--- config.mk ---
export PLATFORM = sky130hd
export DESIGN_NAME = imm_ext_ctrl_flat
export DESIGN_NICKNAME = d
export VERILOG_FILES = /design/src/rtl/imm_ext_ctrl_if.sv /design/src/rtl/imm_ext_ctrl.sv /design/src/flat_wrapper.sv
export SDC_FILE = /design/constraint.sdc
export NUM_CORES = 1
export LEC_CHECK = 0
export BUFFER_PORTS_ARGS = -buffer_cell sky130_fd_sc_hd__buf_4
export CAP_MARGIN = 25
export CORE_UTILIZATION = 35
export CTS_CLUSTER_SIZE = 10
export DETAILED_ROUTE_END_ITERATION = 16
export PLACE_DENSITY = 0.53
export SLEW_MARGIN = 30
export SYNTH_ARGS = -nofsm -noshare
export SYNTH_HDL_FRONTEND = slang
export SYNTH_SLANG_ARGS = --single-unit
--- constraint.sdc ---
create_clock -name Clk -period 2.4 [get_ports Clk]
set_input_delay 0 -clock Clk [delete_from_list [all_inputs] [get_ports Clk]]
set_output_delay 0 -clock Clk [all_outputs]
set_load 0.02 [all_outputs]
--- src/rtl/imm_ext_ctrl_if.sv ---
// Valid/ready bus between the IF/ID instruction source and the ID/EX sink
// around the immediate controller. The master drives instructions in and
// accepts extended operands out. The slave is the controller itself.
interface imm_ext_ctrl_if #(
  parameter int DATA_W = 32
);
  logic              InValid;
  logic              InReady;
  logic [31:0]       Instr;
  logic              OutValid;
  logic              OutReady;
  logic [DATA_W-1:0] ImmOut;
  logic [2:0]        ExtMode;
  logic              Illegal;

  modport master (
    output InValid, Instr, OutReady,
    input  InReady, OutValid, ImmOut, ExtMode, Illegal
  );

  modport slave (
    input  InValid, Instr, OutReady,
    output InReady, OutValid, ImmOut, ExtMode, Illegal
  );
endinterface

--- src/rtl/imm_ext_ctrl.sv ---
// ID-stage immediate controller: decodes the opcode of each incoming MIPS
// instruction into an extension mode, builds the extended operand and hands
// it to ID/EX through an output register backed by a one-entry skid register.
module imm_ext_ctrl #(
  parameter int DATA_W = 32,
  parameter int IMM_W  = 16
) (
  input  logic          Clk,
  input  logic          Reset,
  input  logic          Flush,
  imm_ext_ctrl_if.slave bus
);

  localparam logic [2:0] MODE_SIGN   = 3'd0;
  localparam logic [2:0] MODE_ZERO   = 3'd1;
  localparam logic [2:0] MODE_LUI    = 3'd2;
  localparam logic [2:0] MODE_BRANCH = 3'd3;
  localparam logic [2:0] MODE_JUMP   = 3'd4;
  localparam logic [2:0] MODE_SHAMT  = 3'd5;

  // Returns {illegal, mode}; unrecognised opcodes report SHAMT as their mode.
  function automatic logic [3:0] decode_mode(input logic [5:0] op);
    if ((op >= 6'h08 && op <= 6'h0B) || (op >= 6'h20 && op <= 6'h2E))
      return {1'b0, MODE_SIGN};
    else if (op >= 6'h0C && op <= 6'h0E)
      return {1'b0, MODE_ZERO};
    else if (op == 6'h0F)
      return {1'b0, MODE_LUI};
    else if (op == 6'h01 || (op >= 6'h04 && op <= 6'h07))
      return {1'b0, MODE_BRANCH};
    else if (op == 6'h02 || op == 6'h03)
      return {1'b0, MODE_JUMP};
    else if (op == 6'h00)
      return {1'b0, MODE_SHAMT};
    else
      return {1'b1, MODE_SHAMT};
  endfunction

  // Width casts of signed operands sign-extend (or truncate) to DATA_W, which
  // keeps every mode correct across the whole legal DATA_W range.
  function automatic logic [DATA_W-1:0] extend(input logic [31:0] instr,
                                               input logic [2:0]  mode,
                                               input logic        ill);
    logic signed [IMM_W-1:0]   imm;
    logic signed [2*IMM_W-1:0] lui;
    logic signed [IMM_W+1:0]   boff;
    imm  = instr[IMM_W-1:0];
    lui  = {imm, {IMM_W{1'b0}}};
    boff = {imm, 2'b00};
    if (ill)
      return '0;
    case (mode)
      MODE_SIGN:   return DATA_W'(imm);
      MODE_ZERO:   return DATA_W'($unsigned(imm));
      MODE_LUI:    return DATA_W'(lui);
      MODE_BRANCH: return DATA_W'(boff);
      MODE_JUMP:   return DATA_W'({instr[25:0], 2'b00});
      MODE_SHAMT:  return DATA_W'(instr[10:6]);
      default:     return '0;
    endcase
  endfunction

  logic              accept;
  logic              drain;

  // stage p0: combinational decode of the presented instruction
  logic [3:0]        dec_p0;
  logic [2:0]        mode_p0;
  logic              ill_p0;
  logic [DATA_W-1:0] imm_p0;

  // stage p1: output register (O) and skid register (S)
  logic              vld_p1;
  logic [DATA_W-1:0] imm_p1;
  logic [2:0]        mode_p1;
  logic              ill_p1;
  logic              skid_vld_p1;
  logic [DATA_W-1:0] skid_imm_p1;
  logic [2:0]        skid_mode_p1;
  logic              skid_ill_p1;

  assign dec_p0  = decode_mode(bus.Instr[31:26]);
  assign ill_p0  = dec_p0[3];
  assign mode_p0 = dec_p0[2:0];
  assign imm_p0  = extend(bus.Instr, mode_p0, ill_p0);

  // InReady comes straight from the skid valid flop, so it is registered.
  assign bus.InReady = !skid_vld_p1;
  assign accept      = bus.InValid & bus.InReady;
  assign drain       = vld_p1 & bus.OutReady;

  assign bus.OutValid = vld_p1;
  assign bus.ImmOut   = imm_p1;
  assign bus.ExtMode  = mode_p1;
  assign bus.Illegal  = ill_p1;

  // Move entries through O and S in FIFO order; flush drops both and any
  // same-cycle accept, while a same-cycle drain has already been taken.
  always_ff @(posedge Clk or posedge Reset) begin
    if (Reset) begin
      vld_p1       <= 1'b0;
      imm_p1       <= '0;
      mode_p1      <= '0;
      ill_p1       <= 1'b0;
      skid_vld_p1  <= 1'b0;
      skid_imm_p1  <= '0;
      skid_mode_p1 <= '0;
      skid_ill_p1  <= 1'b0;
    end else if (Flush) begin
      vld_p1      <= 1'b0;
      skid_vld_p1 <= 1'b0;
    end else if (!vld_p1 || drain) begin
      if (skid_vld_p1) begin
        vld_p1      <= 1'b1;
        imm_p1      <= skid_imm_p1;
        mode_p1     <= skid_mode_p1;
        ill_p1      <= skid_ill_p1;
        skid_vld_p1 <= accept;
        if (accept) begin
          skid_imm_p1  <= imm_p0;
          skid_mode_p1 <= mode_p0;
          skid_ill_p1  <= ill_p0;
        end
      end else begin
        vld_p1 <= accept;
        if (accept) begin
          imm_p1  <= imm_p0;
          mode_p1 <= mode_p0;
          ill_p1  <= ill_p0;
        end
      end
    end else if (accept) begin
      skid_vld_p1  <= 1'b1;
      skid_imm_p1  <= imm_p0;
      skid_mode_p1 <= mode_p0;
      skid_ill_p1  <= ill_p0;
    end
  end

endmodule

--- src/flat_wrapper.sv ---
// flat-port wrapper written by rule: the top's interface ports become plain ports
module imm_ext_ctrl_flat 
#(
  parameter int DATA_W = 32,
  parameter int IMM_W  = 16
)
  (Clk, Reset, Flush, bus_InValid, bus_Instr, bus_OutReady, bus_InReady, bus_OutValid, bus_ImmOut, bus_ExtMode, bus_Illegal);
  imm_ext_ctrl_if #(.DATA_W(DATA_W)) bus_i ();
  input  logic Clk;
  input  logic Reset;
  input  logic Flush;
  input wire logic [$bits(bus_i.InValid)-1:0] bus_InValid;
  input wire logic [$bits(bus_i.Instr)-1:0] bus_Instr;
  input wire logic [$bits(bus_i.OutReady)-1:0] bus_OutReady;
  output wire logic [$bits(bus_i.InReady)-1:0] bus_InReady;
  output wire logic [$bits(bus_i.OutValid)-1:0] bus_OutValid;
  output wire logic [$bits(bus_i.ImmOut)-1:0] bus_ImmOut;
  output wire logic [$bits(bus_i.ExtMode)-1:0] bus_ExtMode;
  output wire logic [$bits(bus_i.Illegal)-1:0] bus_Illegal;
  assign bus_i.InValid = bus_InValid;
  assign bus_i.Instr = bus_Instr;
  assign bus_i.OutReady = bus_OutReady;
  assign bus_InReady = bus_i.InReady;
  assign bus_OutValid = bus_i.OutValid;
  assign bus_ImmOut = bus_i.ImmOut;
  assign bus_ExtMode = bus_i.ExtMode;
  assign bus_Illegal = bus_i.Illegal;
  imm_ext_ctrl #(.DATA_W(DATA_W), .IMM_W(IMM_W)) u_core (.Clk(Clk), .Reset(Reset), .Flush(Flush), .bus(bus_i));
endmodule
==> run summary <==
Outcome = completed
GRT Total Usage = 21.4%
Placed cells = 571
Clk buf depth = 2
Final setup fails = 0
Critical path capture point type = flop
I/O pins = 75
Critical Path RT = 2.64 ns
Critical Path Fanout Max = 13
Residual DRC = 0
#FFs+latches synth = 74
Main combinational cell family by area after synthesis = compound AO/OA/AOI/OAI gates
Layout net count = 515
Peak Freq = 0.507 GHz
RSZ-0062 raised after global routing = no
Leakage Power = 2.03 nW
Synth Area in Simple Gates = 17.4%
Met3 wire len = 518 um
Number of flops mapped to enable cells by yosys = 0
Metal-1 WL = 5020 um
Highest metal used = met4
Slew margin rel. = 53.4%
Cell Chain, Critical Path = nor2b_1, nand3_1, buf_4, a221oi_1, dlygate4sd3_1, nor2_1
Crit Path Category = reg2reg
Max_cap viols = 0
Most common flop cell mapped by yosys = dfrtp_1
Adder-Cell Fraction of Synth Area = 0%
Post-Synth XOR/XNOR Area = 0%
Clock root buffer = clkbuf_8
Worst hold slack = 0.00686 ns
Pin count of the biggest net entering global routing = 45
Number of global-route vias before repair = 3,165
ANT nets after route = 0
Routed via count = 3,311
Compound-Gate Fraction of Synth Area = 24.3%
Sequential share of the synthesized area = 51.9%
CTS tree = done
Maximum vdd ir drop = 0.000342 V
Num rows = 36
Initial drt markers = 138
Final hold violations = 0
Min-delay worst type = in2reg
Syn_nets = 420
Final period util = 82.3%
Die ar. = 10,600 sq um
Initial antenna violation count = 0
Non-Filler Instances = 615
DR WL/cell = 17.5 um
Setup TNS = 0 ns
Placed cell area = 4270 sq um
Critical path's slowest cell = dlygate4sd3_1
DIE WIDTH = 103 um
Post-route cell area = 4750 sq um
Mapped Area = 3570 sq um
Clock sink total = 74
Reg clk slew, reported paths = 0.08 ns
Mux cell area share after synthesis = 1.47%
Worst stage delay on the critical path = 0.59 ns
Gr ovfl total = 0
Critical Path Start Type = flop
Vert. Die Dim = 103 um
Vias per cell = 5.38
Power per cell area = 722 nW/um^2
Initial Util = 36.3%
Htree depth = 3
DRT Pass-1 Iters = 4
Distinct cells, synth = 41
CP Data Arrival Time = 2.22 ns
Detailed Route WL = 10,800 um
Antenna diodes = 0
PortBufs = 74
Synth async-reset ratio = 100%
Slew @ Worst Pin = 0.698 ns
Synthesis-to-finish area growth = 33.3%
Finished Core Util = 48.4%
CTS Buf Count = 9
Synth Instances = 383
Met2 WL post-DR = 5030 um
Syn. warnings = 0
Gpl congestion = 0.797
Max-slew violation count = 0
Mean Syn Cell Area = 9.31 sq um
# resized after CTS = 0
Hpwl dp = 7180 um
Clock skew = 0.00792 ns
First-pass GRT wire length = 16,800 um
Crit path time final = 1.97 ns
Layout cells sized above 1 = 22.8%
Clk Latency, worst-skew pair = 0.35 ns
Core box area = 9820 sq um
==> cells in the mapped netlist (2+ instances only) <==
| master | number | area share, % |
|---|---|---|
| nand3_1 | 6 | 0.84 |
| and2_1 | 5 | 0.88 |
| and3_1 | 2 | 0.35 |
| a31oi_1 | 3 | 0.53 |
| a211oi_1 | 13 | 2.7 |
| nor2_1 | 59 | 6.2 |
| nor3b_1 | 4 | 0.84 |
| a22oi_1 | 12 | 2.5 |
| inv_1 | 4 | 0.42 |
| clkbuf_1 | 17 | 1.8 |
| buf_4 | 4 | 0.84 |
| buf_2 | 10 | 1.4 |
| a21oi_1 | 21 | 2.9 |
| or3_1 | 3 | 0.53 |
| a221oi_1 | 26 | 6.4 |
| nor3_1 | 18 | 2.5 |
| o31ai_1 | 4 | 0.84 |
| o21ai_1 | 4 | 0.56 |
| o211ai_1 | 3 | 0.63 |
| o21ai_0 | 28 | 3.9 |
| nand2_1 | 34 | 3.6 |
| nand2b_1 | 6 | 1.1 |
| o22ai_1 | 3 | 0.53 |
| mux2i_1 | 3 | 0.84 |
| mux2_2 | 2 | 0.63 |
| dfrtp_1 | 74 | 52 |
==> routing by layer <==
layer  vias up  GRT usage (%)
met5         -              0
met4         0           8.99
met3        15           2.78
met2       105           34.5
met1      1604           29.0
li1       1587              -
==> cell usage in the layout, fill, tap and decap left out, types with 13 or more instances in the layout <==
cell type,n
buf_4,86
dfrtp_1,74
nor2_1,59
nand2_1,34
dlygate4sd3_1,29
o21ai_0,28
a221oi_1,26
a21oi_1,21
nor3_1,16
a211oi_1,13
==> final cells by class <==
| type | instances | area [sq um] |
|---|---|---|
| clock inverter | 5 | 55.1 |
| multi-input combinational | 272 | 1550 |
| tap | 133 | 166 |
| sequential | 74 | 1850 |
| fill | 1012 | 5070 |
| clock buffer | 10 | 138 |
| inverter | 4 | 15.0 |
| timing repair buffer | 117 | 976 |
==> sequential cells by signal, indices dropped and copies added, names as in the netlist <==
signal / cells
u_core.bus.ExtMode: 3
u_core.skid_mode_p1: 3
u_core.bus.ImmOut: 32
u_core.bus.OutValid: 1
u_core.bus.Illegal: 1
u_core.skid_ill_p1: 1
u_core.skid_imm_p1: 32
u_core.skid_vld_p1: 1
==> logic make-up after synthesis <==
logic type / count (synthesis)
buf+inv: 37
flops: 74
simple gates: 140
mux: 5
compound gates: 127
==> path summary, 6_finish.rpt <==
path                                   startpoint                      to  slack [ns]  depth (start not counted)
max                           u_core.bus.OutValid  u_core.skid_imm_p1[11]        0.43                          6
min                                  bus_Instr[8]  u_core.skid_imm_p1[10]       0.007                          3
max reg2reg                   u_core.bus.OutValid  u_core.skid_imm_p1[11]        0.43                          6
min reg2reg                u_core.skid_imm_p1[31]  u_core.skid_imm_p1[31]        0.48                          2
max in group asynchronous                   Reset  u_core.skid_imm_p1[14]        1.40                          4
min in group asynchronous                   Reset   u_core.bus.ImmOut[23]        0.31                          3
==> per-stage QoR <==
step | worst slack, ns | total power, mW
final | 0.426 | 3.43
after global routing | 0.281 | 3.61
after CTS | 0.465 | 3.46
after detailed placement | 0.746 | 2.44
after global placement | 0.769 | 2.43
after floorplan | 0.518 | 2.09
==> worst max-delay path: cells and delay by family (launching register included) <==
kind	cells	cell delay, ns
DFF	1	0.37
AOI/OAI and AO/OA	1	0.22
and+or+nand+nor	3	0.47
buffers and inverters	2	0.81
==> power by group <==
group / leakage [nW] / internal, mW / total, mW / switching, mW
sequential: 0.909 / 1.49 / 1.62 / 0.131
combinational: 1.02 / 0.372 / 0.824 / 0.452
clock: 0.0941 / 0.500 / 0.991 / 0.491
total: 2.03 / 2.36 / 3.43 / 1.07
==> timing repair <==
item                                   CTS  global route
hold buffers                            29             0
setup buffers                            0             0
endpoints found under the hold margin   56             0
Note: power is estimated with default switching activity, not from simulation.
